==> src/rtl/cmb_stream_detector.sv <==
// cmb_stream_detector: two-stage pipelined pattern detector with hit statistics.
// Stage 1 captures the incoming word, stage 2 registers the pattern flags and
// updates the hit counters on the same edge, so statistics line up with out_valid.
module cmb_stream_detector #(
  parameter int W          = 16,
  parameter int CNT_W      = 8,
  parameter int RUN_THRESH = 4
) (
  input  logic             clk,
  input  logic             rst,
  input  logic             clr,
  input  logic             in_valid,
  input  logic [W-1:0]     in_data,
  input  logic [W-1:0]     in_mask,
  input  logic [1:0]       mode,
  output logic             out_valid,
  output logic             out_ones,
  output logic             out_zero,
  output logic             out_thermo,
  output logic             out_hit,
  output logic [CNT_W-1:0] hit_count,
  output logic [CNT_W-1:0] run_len,
  output logic             run_alarm,
  output logic             sticky_hit
);

  localparam logic [CNT_W-1:0] CntMax = '1;
  localparam logic [CNT_W-1:0] Thresh = CNT_W'(RUN_THRESH);

  logic             r_s1Valid;
  logic [W-1:0]     r_s1Data;
  logic [W-1:0]     r_s1Mask;
  logic [1:0]       r_s1Mode;

  logic             r_outValid;
  logic             r_outOnes;
  logic             r_outZero;
  logic             r_outThermo;
  logic             r_outHit;
  logic [CNT_W-1:0] r_hitCount;
  logic [CNT_W-1:0] r_runLen;
  logic             r_sticky;

  logic             w_ones;
  logic             w_zero;
  logic             w_thermo;
  logic             w_hit;
  logic [W-2:0]     w_rise;

  // A rising edge between neighbours (0 below, 1 above) breaks a thermometer code
  // only when both bits participate.
  assign w_rise   = ~r_s1Data[W-2:0] & r_s1Data[W-1:1] & r_s1Mask[W-2:0] & r_s1Mask[W-1:1];
  assign w_ones   = &(r_s1Data | ~r_s1Mask);
  assign w_zero   = ~|(r_s1Data & r_s1Mask);
  assign w_thermo = ~|w_rise;

  // Pick the flag that counts as a hit, using the mode captured with this word.
  always_comb begin
    w_hit = 1'b0;
    case (r_s1Mode)
      2'b00:   w_hit = w_ones;
      2'b01:   w_hit = w_zero;
      2'b10:   w_hit = w_thermo;
      default: w_hit = w_ones | w_zero;
    endcase
  end

  // Stage 1: capture the incoming word every cycle, whether or not it is valid.
  always_ff @(posedge clk or posedge rst) begin
    if (rst) begin
      r_s1Valid <= 1'b0;
      r_s1Data  <= '0;
      r_s1Mask  <= '0;
      r_s1Mode  <= 2'b00;
    end else begin
      r_s1Valid <= in_valid;
      r_s1Data  <= in_data;
      r_s1Mask  <= in_mask;
      r_s1Mode  <= mode;
    end
  end

  // Stage 2: flags load only for valid words and hold across bubbles; hit is gated by valid.
  always_ff @(posedge clk or posedge rst) begin
    if (rst) begin
      r_outValid  <= 1'b0;
      r_outOnes   <= 1'b0;
      r_outZero   <= 1'b0;
      r_outThermo <= 1'b0;
      r_outHit    <= 1'b0;
    end else begin
      r_outValid <= r_s1Valid;
      r_outHit   <= r_s1Valid & w_hit;
      if (r_s1Valid) begin
        r_outOnes   <= w_ones;
        r_outZero   <= w_zero;
        r_outThermo <= w_thermo;
      end
    end
  end

  // Hit statistics: clr wins over a simultaneous hit, bubbles leave everything untouched.
  always_ff @(posedge clk or posedge rst) begin
    if (rst) begin
      r_hitCount <= '0;
      r_runLen   <= '0;
      r_sticky   <= 1'b0;
    end else if (clr) begin
      r_hitCount <= '0;
      r_runLen   <= '0;
      r_sticky   <= 1'b0;
    end else if (r_s1Valid) begin
      if (w_hit) begin
        if (r_hitCount != CntMax) r_hitCount <= r_hitCount + CNT_W'(1);
        if (r_runLen != CntMax)   r_runLen   <= r_runLen + CNT_W'(1);
        r_sticky <= 1'b1;
      end else begin
        r_runLen <= '0;
      end
    end
  end

  assign out_valid  = r_outValid;
  assign out_ones   = r_outOnes;
  assign out_zero   = r_outZero;
  assign out_thermo = r_outThermo;
  assign out_hit    = r_outHit;
  assign hit_count  = r_hitCount;
  assign run_len    = r_runLen;
  assign sticky_hit = r_sticky;
  assign run_alarm  = (r_runLen >= Thresh);

endmodule

==> config.mk <==
export PLATFORM = sky130hd
export DESIGN_NAME = cmb_stream_detector
export DESIGN_NICKNAME = d
export VERILOG_FILES = /design/src/rtl/cmb_stream_detector.sv
export SDC_FILE = /design/constraint.sdc
export NUM_CORES = 1
export LEC_CHECK = 0
export BUFFER_PORTS_ARGS = -buffer_cell sky130_fd_sc_hd__buf_4
export CORE_ASPECT_RATIO = 1.4
export CORE_MARGIN = 4
export CORE_UTILIZATION = 52
export CTS_CLUSTER_SIZE = 20
export DETAILED_ROUTE_END_ITERATION = 6
export GPL_ROUTABILITY_DRIVEN = 0
export PLACE_DENSITY = 0.8
export SETUP_SLACK_MARGIN = 0.4
export SLEW_MARGIN = 25
export SYNTH_ARGS = -nofsm -noshare
export SYNTH_HDL_FRONTEND = slang
export SYNTH_SLANG_ARGS = --single-unit
export TNS_END_PERCENT = 20
==> constraint.sdc <==
create_clock -name clk -period 2.33 [get_ports clk]
set_input_delay 0 -clock clk [delete_from_list [all_inputs] [get_ports clk]]
set_output_delay 0 -clock clk [all_outputs]
set_load 0.02 [all_outputs]
== After elaboration in Yosys (flattened, before gate mapping) ==
Index checks and enable logic that the tools add are counted.

* Add/sub/neg operators: 2
* $lt $le $gt $ge: 1
* Eq/ne operators: 5
* Muxes and demuxes: 12
* Bitwise logic cells: 9
* Reductions and logical operators: 12

{| class="wikitable"
|+ Operators by type and width
! cell !! count
|-
| $mux W8 || 8
|-
| $and A15 B15 Y15 || 3
|-
| $add A8 B1 Y8 const B || 2
|-
| $and A16 B16 Y16 || 1
|-
| $ne A8 B8 Y1 const B || 2
|-
| $not A16 Y16 || 1
|-
| $or A16 B16 Y16 || 1
|-
| $reduce_and A16 Y1 || 1
|-
| $reduce_or A16 Y1 || 1
|-
| $not A15 Y15 || 1
|-
| $reduce_or A15 Y1 || 1
|-
| $ge A8 B3 Y1 const B || 1
|-
| $reduce_bool A2 Y1 || 3
|-
| $reduce_and A2 Y1 || 2
|-
| $mux W1 || 3
|-
| $ne A3 B2 Y1 const B || 1
|-
| $pmux W1 S3 || 1
|-
| $reduce_and A3 Y1 || 1
|-
| $eq A2 B1 Y1 const B || 1
|-
| $eq A2 B2 Y1 const B || 1
|-
| $logic_not A1 Y1 || 2
|-
| $logic_not A2 Y1 || 1
|-
| $and A1 B1 Y1 || 1
|-
| $or A1 B1 Y1 || 1
|}

* Flip-flop bits (word level): 57
* Input port bits: 38
* Output and inout bits: 23
* Word-level logic and storage cells: 53

== Logic depth before layout (Yosys ltp) ==
Gate-level depths: netlist (run 1).

* Depth in word-level cells: 10
* Gate-level depth with buffers: 8
* Gate-level depth less buffers: 8

== Worst setup path after synthesis (run 1) ==
Ideal clock, no wire load.

* Path type: register to register
* From: reg r_s1Mask[14]
* To: reg r_hitCount[2] (netlist: hit_count[2])
* Library setup time: 78 ps
* Arrival time: 1,901 ps
* Required time: 2,252 ps
* Slack: 351 ps
* Stages on the path, launching flop included: 9
* Buffers on the path: 1
* Period minus slack after synthesis: 1,979 ps
* Path through: dfrtp_1 > nor2b_1 > nor4_1 > and4_1 > and4_1 > o31ai_1 > buf_2 > or3_1 > a21oi_1

* Cells in the longest elaborated chain, start to end: 7
* Elaborated cells between the ends (all ways): 14
* Classes of those cells: mux: 1; bitwise: 6; reduce/logical: 7

{| class="wikitable"
|+ Ends and longest elaborated chain
! element !! RTL line !! source
|-
| start, declared || 32 || <nowiki>logic [W-1:0] r_s1Mask;</nowiki>
|-
| start signal, assigned || 78 || <nowiki>r_s1Mask <= in_mask;</nowiki>
|-
| $and A16 B16 Y16 (tied with other cells) || 54 || <nowiki>assign w_zero = ~|(r_s1Data & r_s1Mask);</nowiki>
|-
| $reduce_or A16 Y1 (tied with other cells) || 54 ||
|-
| $logic_not A1 Y1 (tied with other cells) || 54 ||
|-
| $or A1 B1 Y1 or $logic_not A1 Y1 (tied branches) || 64, 55 ||
|-
| $pmux W1 S3 * || 60 || <nowiki>case (r_s1Mode)</nowiki>
|-
| $reduce_bool A2 Y1 (no source line) * || -- ||
|-
| $reduce_and A3 Y1 (no source line) * || -- ||
|-
| end signal, assigned || 114 || <nowiki>if (r_hitCount != CntMax) r_hitCount <= r_hitCount + CNT_W'(1);</nowiki>
|-
| end, declared || 40 || <nowiki>logic [CNT_W-1:0] r_hitCount;</nowiki>
|}

Every way passes the cells marked *; elsewhere a longest branch is shown, timed or not.
A chain may end at the register's enable or synchronous reset.

== Worst setup path in the final report (run 1) ==
* From: reg r_s1Mask[3]
* To: reg r_hitCount[4] (netlist: hit_count[4])

Same word-level chain as after synthesis.

==> results.yml, run 1 <==
outcome:
  outcome: "complete, no violations"
floorplan:
  rows: 29
  core_um2: 4540
  initial_core_util_pct: 53.7
  fp.dieArea_um2: 5860
  pin_count: 61
  die_y_um: 89.0
  die_x_um: 65.8
clock_tree:
  cts_root_buffer: "clkbuf_8"
  htree_levels: 3
  path_clk_slew_ns: 0.06
  cts.sinks: 57
  cts_buffers: 9
  cts_tree: "done"
  clockBufferDepth: 2
  clk_latency_ns: 0.32
grt:
  grt_start_max_net_pins: 58
  antenna_found_initial: 0
  grt_pass1_vias: 2394
  grt_usage_pct: 24.7
  overflow: 0
  grt_pass1_wl_mm: 10.8
pwr:
  p_per_area_nw_per_um2: 578
  vdd_ir_drop_max_mv: 0.502
  p_clk_share_pct: 38.2
  p_leak_nw: 1.67
  p_switching_w: 0.000524
  p_seq_share_pct: 50.3
  switching_share_pct: 24.6
  p_int_w: 0.00161
  combPwrFrac_pct: 11.5
synthesis:
  synth_flop_cell: "dfrtp_1"
  synth_area_um2: 2430
  synthCells: 224
  synth-seq-area-share_pct: 58.6
  ys_seq_elements: 57
  synth_cell_types: 40
  syn_avg_cell_area_um2: 10.9
  synth_edf_count: 0
  async_flop_share_pct: 100
  synth_nets: 265
  synth_warnings: 0
sta:
  period_minus_slack_ns: 2.20
  fmax_mhz: 454
  hold-worst-slack_ns: 0.305
  grt_setup_unrepaired: "true"
  fin_setup_tns_ns: 0
  worst_pin_slew_ns: 0.640
  setup_viol: 0
  relSlewSlack_pct: 57.3
  final_max_slew_viol_count: 0
  skew_ns: 0.00831
  hold_violations: 0
  fin_crit_sh_pct: 94.5
cells_and_area:
  areaGrowthSynthToFinish_pct: 51.4
  drive_gt1_share_pct: 32.4
  fin_cells: 401
  multi_input_area_um2: 1070
  nFillCells: 273
  nets: 375
  antenna_cells: 0
  final-seq-area_um2: 1430
setup_path:
  r2r-start: "r_s1Mask[3]$_DFF_PP0_"
  crit_arrival_ns: 2.46
  r2r_setup_slack_ns: 0.13
  reg2reg_depth: 7
  r2r_end: "hit_count[4]$_DFFE_PP0P_"
  crit_path_end_kind: "register"
  worstSetupPathType: "register to register"
  cp.required_ns: 2.59
  path_max_fanout: 5
  startpoint_type: "register"
routing:
  routed_wl_mm: 6.62
  dr.pass1.iters: 4
  vias_per_cell: 5.69
  ant_nets: 0
  vias: 2282
  wl_per_cell_um: 16.5
  drtIter0Drc: 302
  drc: 0
min_path:
  hold_path_class: "input port to async pin"
place:
  hpwl_mm: 3.70
  io_buffers: 60
  dp.cells: 342
run:
  cap_violations: 0
-- per-stage QoR --
| stage | power (W) | util, % | setup WS (ns) | cell area (µm²) |
|---|---|---|---|---|
| 5_1_grt | 0.00222 | 81.3 | 0.0430 | 3690 |
| 2_1_floorplan | 0.00116 | - | 0.392 | 2440 |
| 3_5_place_dp | 0.00125 | 65.5 | 0.101 | 2970 |
| 4_1_cts | 0.00212 | 78.9 | 0.119 | 3580 |
| 6_report | 0.00213 | 81.3 | 0.129 | 3690 |
| 3_3_place_gp | 0.00125 | 65.5 | 0.140 | 2970 |
-- flip-flops by register name (all words and copies together), names as in the netlist --
name	count
r_s1Data	16
r_s1Mask	16
hit_count	8
run_len	8
r_s1Mode	2
out_hit	1
out_ones	1
out_thermo	1
out_valid	1
out_zero	1
r_s1Valid	1
sticky_hit	1
-- logic make-up after synthesis --
kind of cell / after synthesis / share of synthesized area [%]
and+or+nand+nor: 93 / 22.1
DFF: 57 / 58.6
AOI/OAI and AO/OA: 51 / 13.7
buffers and inverters: 17 / 2.72
muxes: 3 / 1.34
adders and majority gates: 3 / 1.54
-- power by group through the flow --
stage	Clock, W	Sequential (W)	Combinational (W)
after global routing	0.000875	0.00108	0.000265
after floorplan	0	0.00108	0.0000817
final	0.000814	0.00107	0.000244
after global placement	0	0.00108	0.000166
after detailed placement	0	0.00108	0.000169
after CTS	0.000828	0.00107	0.000224
-- cell usage in the layout, fill, tap and decap left out, types with 2 or more instances in the layout --
cell type | synthesis | routed
o2111ai_1 | 2 | 2
dfrtp_2 | 0 | 3
mux2_2 | 2 | 2
nand4b_1 | 9 | 9
buf_4 | 0 | 65
a21oi_2 | 0 | 3
dlygate4sd3_1 | 0 | 37
a21boi_0 | 2 | 2
a31oi_1 | 2 | 2
nor3_1 | 4 | 3
nor2b_2 | 0 | 2
and3_1 | 6 | 6
or3_1 | 3 | 2
clkinv_2 | 0 | 3
nand4_1 | 5 | 5
a22oi_1 | 6 | 6
nor2b_1 | 10 | 6
o31ai_4 | 0 | 2
clkbuf_8 | 0 | 11
a211oi_1 | 3 | 2
inv_1 | 11 | 10
or4_4 | 0 | 2
nand2b_1 | 8 | 8
ha_1 | 3 | 3
o21ai_0 | 11 | 10
clkinvlp_4 | 0 | 2
nand2_1 | 24 | 24
dfrtp_1 | 57 | 54
nor2_1 | 7 | 7
and4_1 | 3 | 2
o31ai_1 | 3 | 2
a21oi_1 | 14 | 11
nand3_1 | 5 | 5
nor2b_4 | 0 | 2
-- routing by layer --
layer	wire length (µm)	track usage, %
met1	2300	26.4
met2	3750	43.2
met4	217	17.9
met3	353	4.78
met5	0	0
-- area by class of cell --
class	instances	area share [%]
inverters	11	1.12
well taps	62	2.10
repair buffers	104	24.1
flip-flops and latches	57	38.8
multi-input cells	151	28.9
clock inverters	5	0.815
clock buffers	11	4.11
-- Yosys cell counts, drive strengths merged (2+ instances only) --
cell type  number  area [µm²]
nand4b          9        78.8
nor2b          10        62.6
nand3           5        25.0
nand2b          8        50.1
a21oi          14        70.1
a31oi           2        12.5
a22oi           6        45.0
o2111ai         2        17.5
nor2            7        26.3
inv            11        41.3
a211oi          3        22.5
a21boi          2        15.0
o21ai          11        55.1
or3             3        18.8
or4             3        22.5
buf             2        10.0
nand4           5        31.3
mux2            2        22.5
and3            6        37.5
dfrtp          57        1430
nand2          24        90.1
o31ai           3        22.5
and4            3        26.3
ha              3        37.5
clkbuf          4        15.0
nor4            2        12.5
nor3            4        20.0
-- how the worst max path moves through the flow --
stage                                 startpoint                        to  depth (start not counted)
after detailed placement   r_s1Mask[3]$_DFF_PP0_  hit_count[2]$_DFFE_PP0P_                          8
after global routing       r_s1Mask[3]$_DFF_PP0_  hit_count[0]$_DFFE_PP0P_                          7
after CTS                 r_s1Mask[14]$_DFF_PP0_  hit_count[6]$_DFFE_PP0P_                          7
final                      r_s1Mask[3]$_DFF_PP0_  hit_count[4]$_DFFE_PP0P_                          7
after global placement     r_s1Data[5]$_DFF_PP0_  hit_count[0]$_DFFE_PP0P_                          7
after floorplan           r_s1Mask[14]$_DFF_PP0_  hit_count[5]$_DFFE_PP0P_                          8
-- what timing repair did --
item | CTS | global route
pin swaps | 7 | 14
gates resized for setup | 6 | 22
endpoints found under the setup margin | 18 | 17
hold endpoints to repair | 100 | 0
hold buffers | 37 | 0
setup buffers | 3 | 2
gates cloned | 1 | 0
-- worst max-delay path: stages (launching register included) --
cell       delay [ns]
dfrtp_1          0.43
nand4b_1         0.13
o2111ai_1        0.15
a211o_1          0.27
and4bb_2         0.37
o31ai_4          0.11
or4_4            0.55
a21oi_2          0.12
No activity file was read; power rests on OpenSTA's default activity.
==> inputs of run 2 (changes only) <==
Settings changed: ABC_AREA set to 1, CORE_UTILIZATION 52 to 53, PLACE_DENSITY 0.8 to 0.81.
==> run 2 against run 1 <==
Sequential share of layout area down 0.28 points. Synthesized cell count up 33%. Non-clock buffer count down 5. Worst setup slack better by 0.36 ns. Cell area up 0.48%. Routed wire length down 0.56%. Register-to-register slack better by 0.36 ns. Via count up 3.2%. Flip-flop and latch count unchanged. Clock power up 22%. Clock skew up 0.0019 ns. Critical path type unchanged. Highest routed layer unchanged.
==> results.yml, run 2 <==
clock_tree:
  clockBufferDepth: 2
  cts.sinks: 57
  path_clk_slew_ns: 0.07
  cts_root_buffer: "clkbuf_8"
  cts_tree: "done"
  cts_buffers: 9
  htree_levels: 3
  clk_latency_ns: 0.34
  postCtsSetupRepairBufs: 0
sta:
  setup_viol: 0
  fmax_mhz: 544
  period_minus_slack_ns: 1.84
  final_max_slew_viol_count: 0
  fin_setup_tns_ns: 0
  hold_violations: 0
  grt_setup_unrepaired: "true"
  relSlewSlack_pct: 62.3
  skew_ns: 0.0102
  fin_crit_sh_pct: 78.9
  worst_pin_slew_ns: 0.564
synthesis:
  synth_compound_area_share_pct: 2.04
  syn_avg_cell_area_um2: 8.63
  synthAdderAreaFrac_pct: 1.45
  yosysMostFrequentCell: "nand2_1"
  synth_area_leaders: "dfrtp_1 55%, nand2_1 14%, nor2_1 5.8%"
  synth_simple_gate_area_share_pct: 32.2
  synth_cell_types: 26
  synthCells: 299
  synth_top_family_by_area: "simple AND/OR/NAND/NOR gates"
  synthMuxAreaShare_pct: 0
  synth_flop_cell: "dfrtp_1"
  synth_top_area_share_pct: 55.3
  synth-xor-area-share_pct: 3.39
  synth_area_um2: 2580
  synth_nets: 340
  synth-seq-area-share_pct: 55.3
  synth_warnings: 0
  synthTopCellsByCount: "98 x nand2_1, 57 x dfrtp_1, 40 x nor2_1"
  async_flop_share_pct: 100
  synth_edf_count: 0
  ys_seq_elements: 57
  yosysTopAreaCell: "dfrtp_1"
setup_path:
  reg2reg_depth: 12
  path_max_fanout: 8
  crit_arrival_ns: 2.11
  crit_chain: "inv_1, nand2_1, nand2_1, nor2_1, nand2_1, nor2_4, nor2_1, nor2_2, nand2_4, a21oi_4, nand4_1, nand2_1"
  r2r_end: "run_len[2]$_DFFE_PP0P_"
  startpoint_type: "register"
  cp-endpoint: "run_len[2]$_DFFE_PP0P_"
  cp_slowest_stage_delay_ns: 0.36
  crit_start: "r_s1Data[0]$_DFF_PP0_"
  slowest_stage: "dfrtp_1"
  cp_common_cell: "nand2_1"
  r2r_setup_slack_ns: 0.49
  r2r-start: "r_s1Data[0]$_DFF_PP0_"
  crit_path_end_kind: "register"
  cp.required_ns: 2.60
  worstSetupPathType: "register to register"
run:
  cap_violations: 0
floorplan:
  die_x_um: 67.0
  initial_core_util_pct: 56.0
  rows: 29
  pin_count: 61
  die_y_um: 90.6
  fp.dieArea_um2: 6060
  core_um2: 4610
pwr:
  power_w: 0.00238
  p_leak_nw: 1.97
  p_per_area_nw_per_um2: 642
  vdd_ir_drop_max_mv: 0.544
grt:
  grt_pass1_wl_mm: 10.9
  grt_start_max_net_pins: 29
  overflow: 0
  grt_pass1_vias: 2508
  antenna_found_initial: 0
  grt_usage_pct: 23.9
cells_and_area:
  nFillCells: 287
  utilization_pct: 80.4
  areaGrowthSynthToFinish_pct: 43.5
  layout_commonest_cell: "nand2_1"
  layout_common_cells: "98 x nand2_1, 62 x buf_4, 57 x dfrtp_1"
  drive_gt1_share_pct: 22.1
  reg.largest.list: "r_s1Data x16, r_s1Mask x16"
  antenna_cells: 0
  multi_input_area_um2: 1020
  nets: 448
  final-seq-area_um2: 1430
outcome:
  outcome: "complete, no violations"
place:
  io_buffers: 60
  hpwl_mm: 4.48
routing:
  drtIter0Drc: 155
  drc: 0
  vias: 2356
  vias_per_cell: 4.97
  ant_nets: 0
  wl_met3_um: 348
  wl_per_cell_um: 13.9
  wl_met2_mm: 3.58
  routed.top_layer: "met4"
  wl_met1_mm: 2.46
  dr.pass1.iters: 4
  routed_wl_mm: 6.58
min_path:
  hold_path_class: "input port to async pin"
-- run 2: logic make-up after synthesis --
family                   after synthesis
AND/OR/NAND/NOR                      184
flip-flops                            57
buffers and inverters                 38
XOR/XNOR                              10
AO/OA/AOI/OAI                          7
adder cells (fa/ha/maj)                3
-- run 2: through the flow --
step	hold WS, ns	cells	area (µm²)	setup WS [ns]
detailed placement	0.0887	421	3110	0.571
global placement	0.0886	421	3110	0.616
CTS	0.291	474	3690	0.541
floorplan	0.0314	299	2580	0.691
finish	0.277	474	3700	0.491
global route	0.300	474	3700	0.382
-- run 2: repair_timing --
item,in CTS,in global routing
hold endpoints to repair,62,0
endpoints found under the setup margin,0,13
resized for setup,0,2
hold buffers,37,0
-- run 2: worst min-delay path by stage --
stage,start,endpoint,cells past startpoint
5_1_grt,in_data[10],r_s1Data[10]$_DFF_PP0_,2
6_report,rst,r_s1Mask[3]$_DFF_PP0_,3
3_3_place_gp,rst,r_s1Data[3]$_DFF_PP0_,2
3_5_place_dp,rst,r_s1Data[3]$_DFF_PP0_,2
4_1_cts,rst,r_s1Data[3]$_DFF_PP0_,3
2_1_floorplan,in_data[0],r_s1Data[0]$_DFF_PP0_,0
-- run 2: routing by layer --
metal	GRT usage (%)	vias up
met4	11.0	0
met2	42.6	74
met1	25.5	1097
met3	5.98	20
li1	-	1165
met5	0	-
-- run 2: cell type report --
type	count	share of cell area [%]
well taps	62	2.09
clock inverters	6	2.23
repair buffers	99	22.6
multi-input cells	204	27.5
clock buffers	10	3.45
flip-flops and latches	57	38.5
inverters	36	3.65
-- run 2: critical path, delay by kind of cell (launching register included) --
| kind | cells | cell delay [ns] |
|---|---|---|
| AOI/OAI and AO/OA | 1 | 0.26 |
| buffers and inverters | 1 | 0.06 |
| DFF | 1 | 0.36 |
| and+or+nand+nor | 10 | 1.09 |
-- run 2: report_power, final --
part / total, W / internal [W] / leakage, nW / switching [W]
Combinational: 0.000312 / 0.000148 / 1.15 / 0.000164
Clock: 0.000990 / 0.000596 / 0.106 / 0.000394
Sequential: 0.00108 / 0.00104 / 0.707 / 0.0000376
Total: 0.00238 / 0.00178 / 1.97 / 0.000596
==> inputs of run 3 (changes only) <==
Settings changed: ABC_AREA 1 to 0, CORE_UTILIZATION 53 to 52, PLACE_DENSITY 0.81 to 0.8.
Clock period 2.33 ns to 1.89 ns, I/O delays scaled along.
==> run 3 against run 2 <==
The run now ends with setup timing left. Cell count decreased by 12%. Power increased by 16%. Clock skew decreased by 0.0017 ns. Combinational power about the same. Flip-flop and latch count unchanged. Critical endpoint is now hit_count[4]$_DFFE_PP0P_.
==> results.yml, run 3 (same netlist as run 1, synthesis figures left out) <==
outcome:
  outcome: "finished with violations"
  violations: "setup timing"
floorplan:
  core_um2: 4540
  fp.dieArea_um2: 5860
  die_y_um: 89.0
  pin_count: 61
  initial_core_util_pct: 53.7
  die_x_um: 65.8
  rows: 29
pwr:
  p_per_area_nw_per_um2: 733
  vdd_ir_drop_max_mv: 0.706
  p_leak_nw: 1.76
  p_switching_w: 0.000639
  power_w: 0.00276
  p_int_w: 0.00212
  combPwrFrac_pct: 11.4
  p_clk_share_pct: 40.9
  p_seq_share_pct: 47.7
  switching_share_pct: 23.2
sta:
  skew_ns: 0.00846
  setup_viol: 18
  final_max_slew_viol_count: 0
  hold-worst-slack_ns: 0.299
  period_minus_slack_ns: 2.15
  fin_crit_sh_pct: 114
  relSlewSlack_pct: 60.9
  finalWorstSetupSlack_ns: -0.255
  grt_setup_unrepaired: "true"
  worst_pin_slew_ns: 0.586
  fin_setup_tns_ns: -2.27
  hold_violations: 0
  fmax_mhz: 466
cells_and_area:
  areaGrowthSynthToFinish_pct: 54.4
  nets: 390
  layout_commonest_cell: "buf_4"
  reg.largest.list: "r_s1Data x16, r_s1Mask x16"
  layout_common_cells: "82 x buf_4, 57 x dfrtp_1, 37 x dlygate4sd3_1"
  antenna_cells: 0
  stdcell_area_um2: 3760
  drive_gt1_share_pct: 31.7
clock_tree:
  cts_tree: "done"
  cts_buffers: 9
  cts_root_buffer: "clkbuf_8"
  clockBufferDepth: 2
  clk_latency_ns: 0.34
  htree_levels: 3
  path_clk_slew_ns: 0.07
  cts.sinks: 57
routing:
  routed_wl_mm: 6.71
  vias_per_cell: 5.48
  drc: 0
  ant_nets: 0
  drtIter0Drc: 200
  vias: 2275
  dr.pass1.iters: 4
  wl_per_cell_um: 16.2
place:
  dpl_cell_area_um2: 3140
  hpwl_mm: 4.00
  io_buffers: 60
setup_path:
  crit_path_end_kind: "register"
  crit_arrival_ns: 2.41
  path_max_fanout: 10
  worstSetupPathType: "register to register"
  cp.required_ns: 2.15
  r2r_setup_slack_ns: -0.26
  startpoint_type: "register"
grt:
  overflow: 0
  grt_pass1_wl_mm: 10.4
  grt_usage_pct: 24.4
  grt_start_max_net_pins: 33
  grt_pass1_vias: 2306
  antenna_found_initial: 0
run:
  cap_violations: 0
min_path:
  hold_path_class: "input port to async pin"
## run 3: cell types whose count changed in the layout (fill, tap and decap cells not counted), sizes merged, moves of 7 or more
cell and delta:
nand2 -79, nor2 -35, inv -24, buf +21
nand4 -17, a21oi +11, nor2b +10, nand4b +9
nand2b +8, o21ai +8, xor2 -7
## run 3: routing by layer
metal | vias to the layer above | wire (µm) | track usage [%]
met3 | 31 | 368 | 7.55
met1 | 1078 | 2340 | 24.3
met5 | - | 0 | 0
met2 | 95 | 3670 | 44.0
met4 | 0 | 338 | 14.7
li1 | 1071 | - | -
## run 3: metrics by stage
stage	worst slack, ns	util [%]	instances
3_3_place_gp	-0.186	69.2	361
2_1_floorplan	-0.0169	-	224
6_report	-0.255	82.9	415
4_1_cts	-0.205	82.1	413
3_5_place_dp	-0.197	69.2	361
5_1_grt	-0.349	82.9	415
## run 3: power groups by stage
stage	clock, W	sequential, W	combinational [W]
detailed placement	0	0.00133	0.000234
floorplan	0	0.00133	0.000106
finish	0.00113	0.00132	0.000315
CTS	0.00113	0.00131	0.000298
global placement	0	0.00133	0.000231
global route	0.00119	0.00132	0.000341
## run 3: layout make-up
| type | instances | area [µm²] |
|---|---|---|
| Timing Repair Buffer | 120 | 1010 |
| Tap cell | 62 | 77.6 |
| Clock buffer | 12 | 155 |
| Fill cell | 245 | 776 |
| Sequential cell | 57 | 1430 |
| Multi-Input combinational cell | 150 | 1010 |
| Inverter | 11 | 41.3 |
| Clock inverter | 3 | 40.0 |
## run 3: final timing paths
path	startpoint	endpoint	cells after the start
max in group asynchronous	rst	r_s1Mode[0]$_DFF_PP0_	4
min	rst	out_hit$_DFF_PP0_	3
min reg2reg	out_ones$_DFFE_PP0P_	out_ones$_DFFE_PP0P_	2
max reg2reg	r_s1Data[8]$_DFF_PP0_	hit_count[4]$_DFFE_PP0P_	7
max	r_s1Data[8]$_DFF_PP0_	hit_count[4]$_DFFE_PP0P_	7
min in group clk	in_mask[9]	r_s1Mask[9]$_DFF_PP0_	2
## run 3: critical path: stages, from the launching register on
cell	delay, ns
dfrtp_1	0.38
nand2b_1	0.19
o2111ai_1	0.16
a311oi_2	0.31
and4bb_1	0.31
o31ai_4	0.11
or4_1	0.49
a21oi_1	0.13
## run 3: what timing repair did
item                       CTS  global route
resized for setup            3             5
setup endpoints to repair   18            20
pin swaps                    0             5
hold endpoints to repair    74             0
setup buffers                0             2
hold buffers                37             0
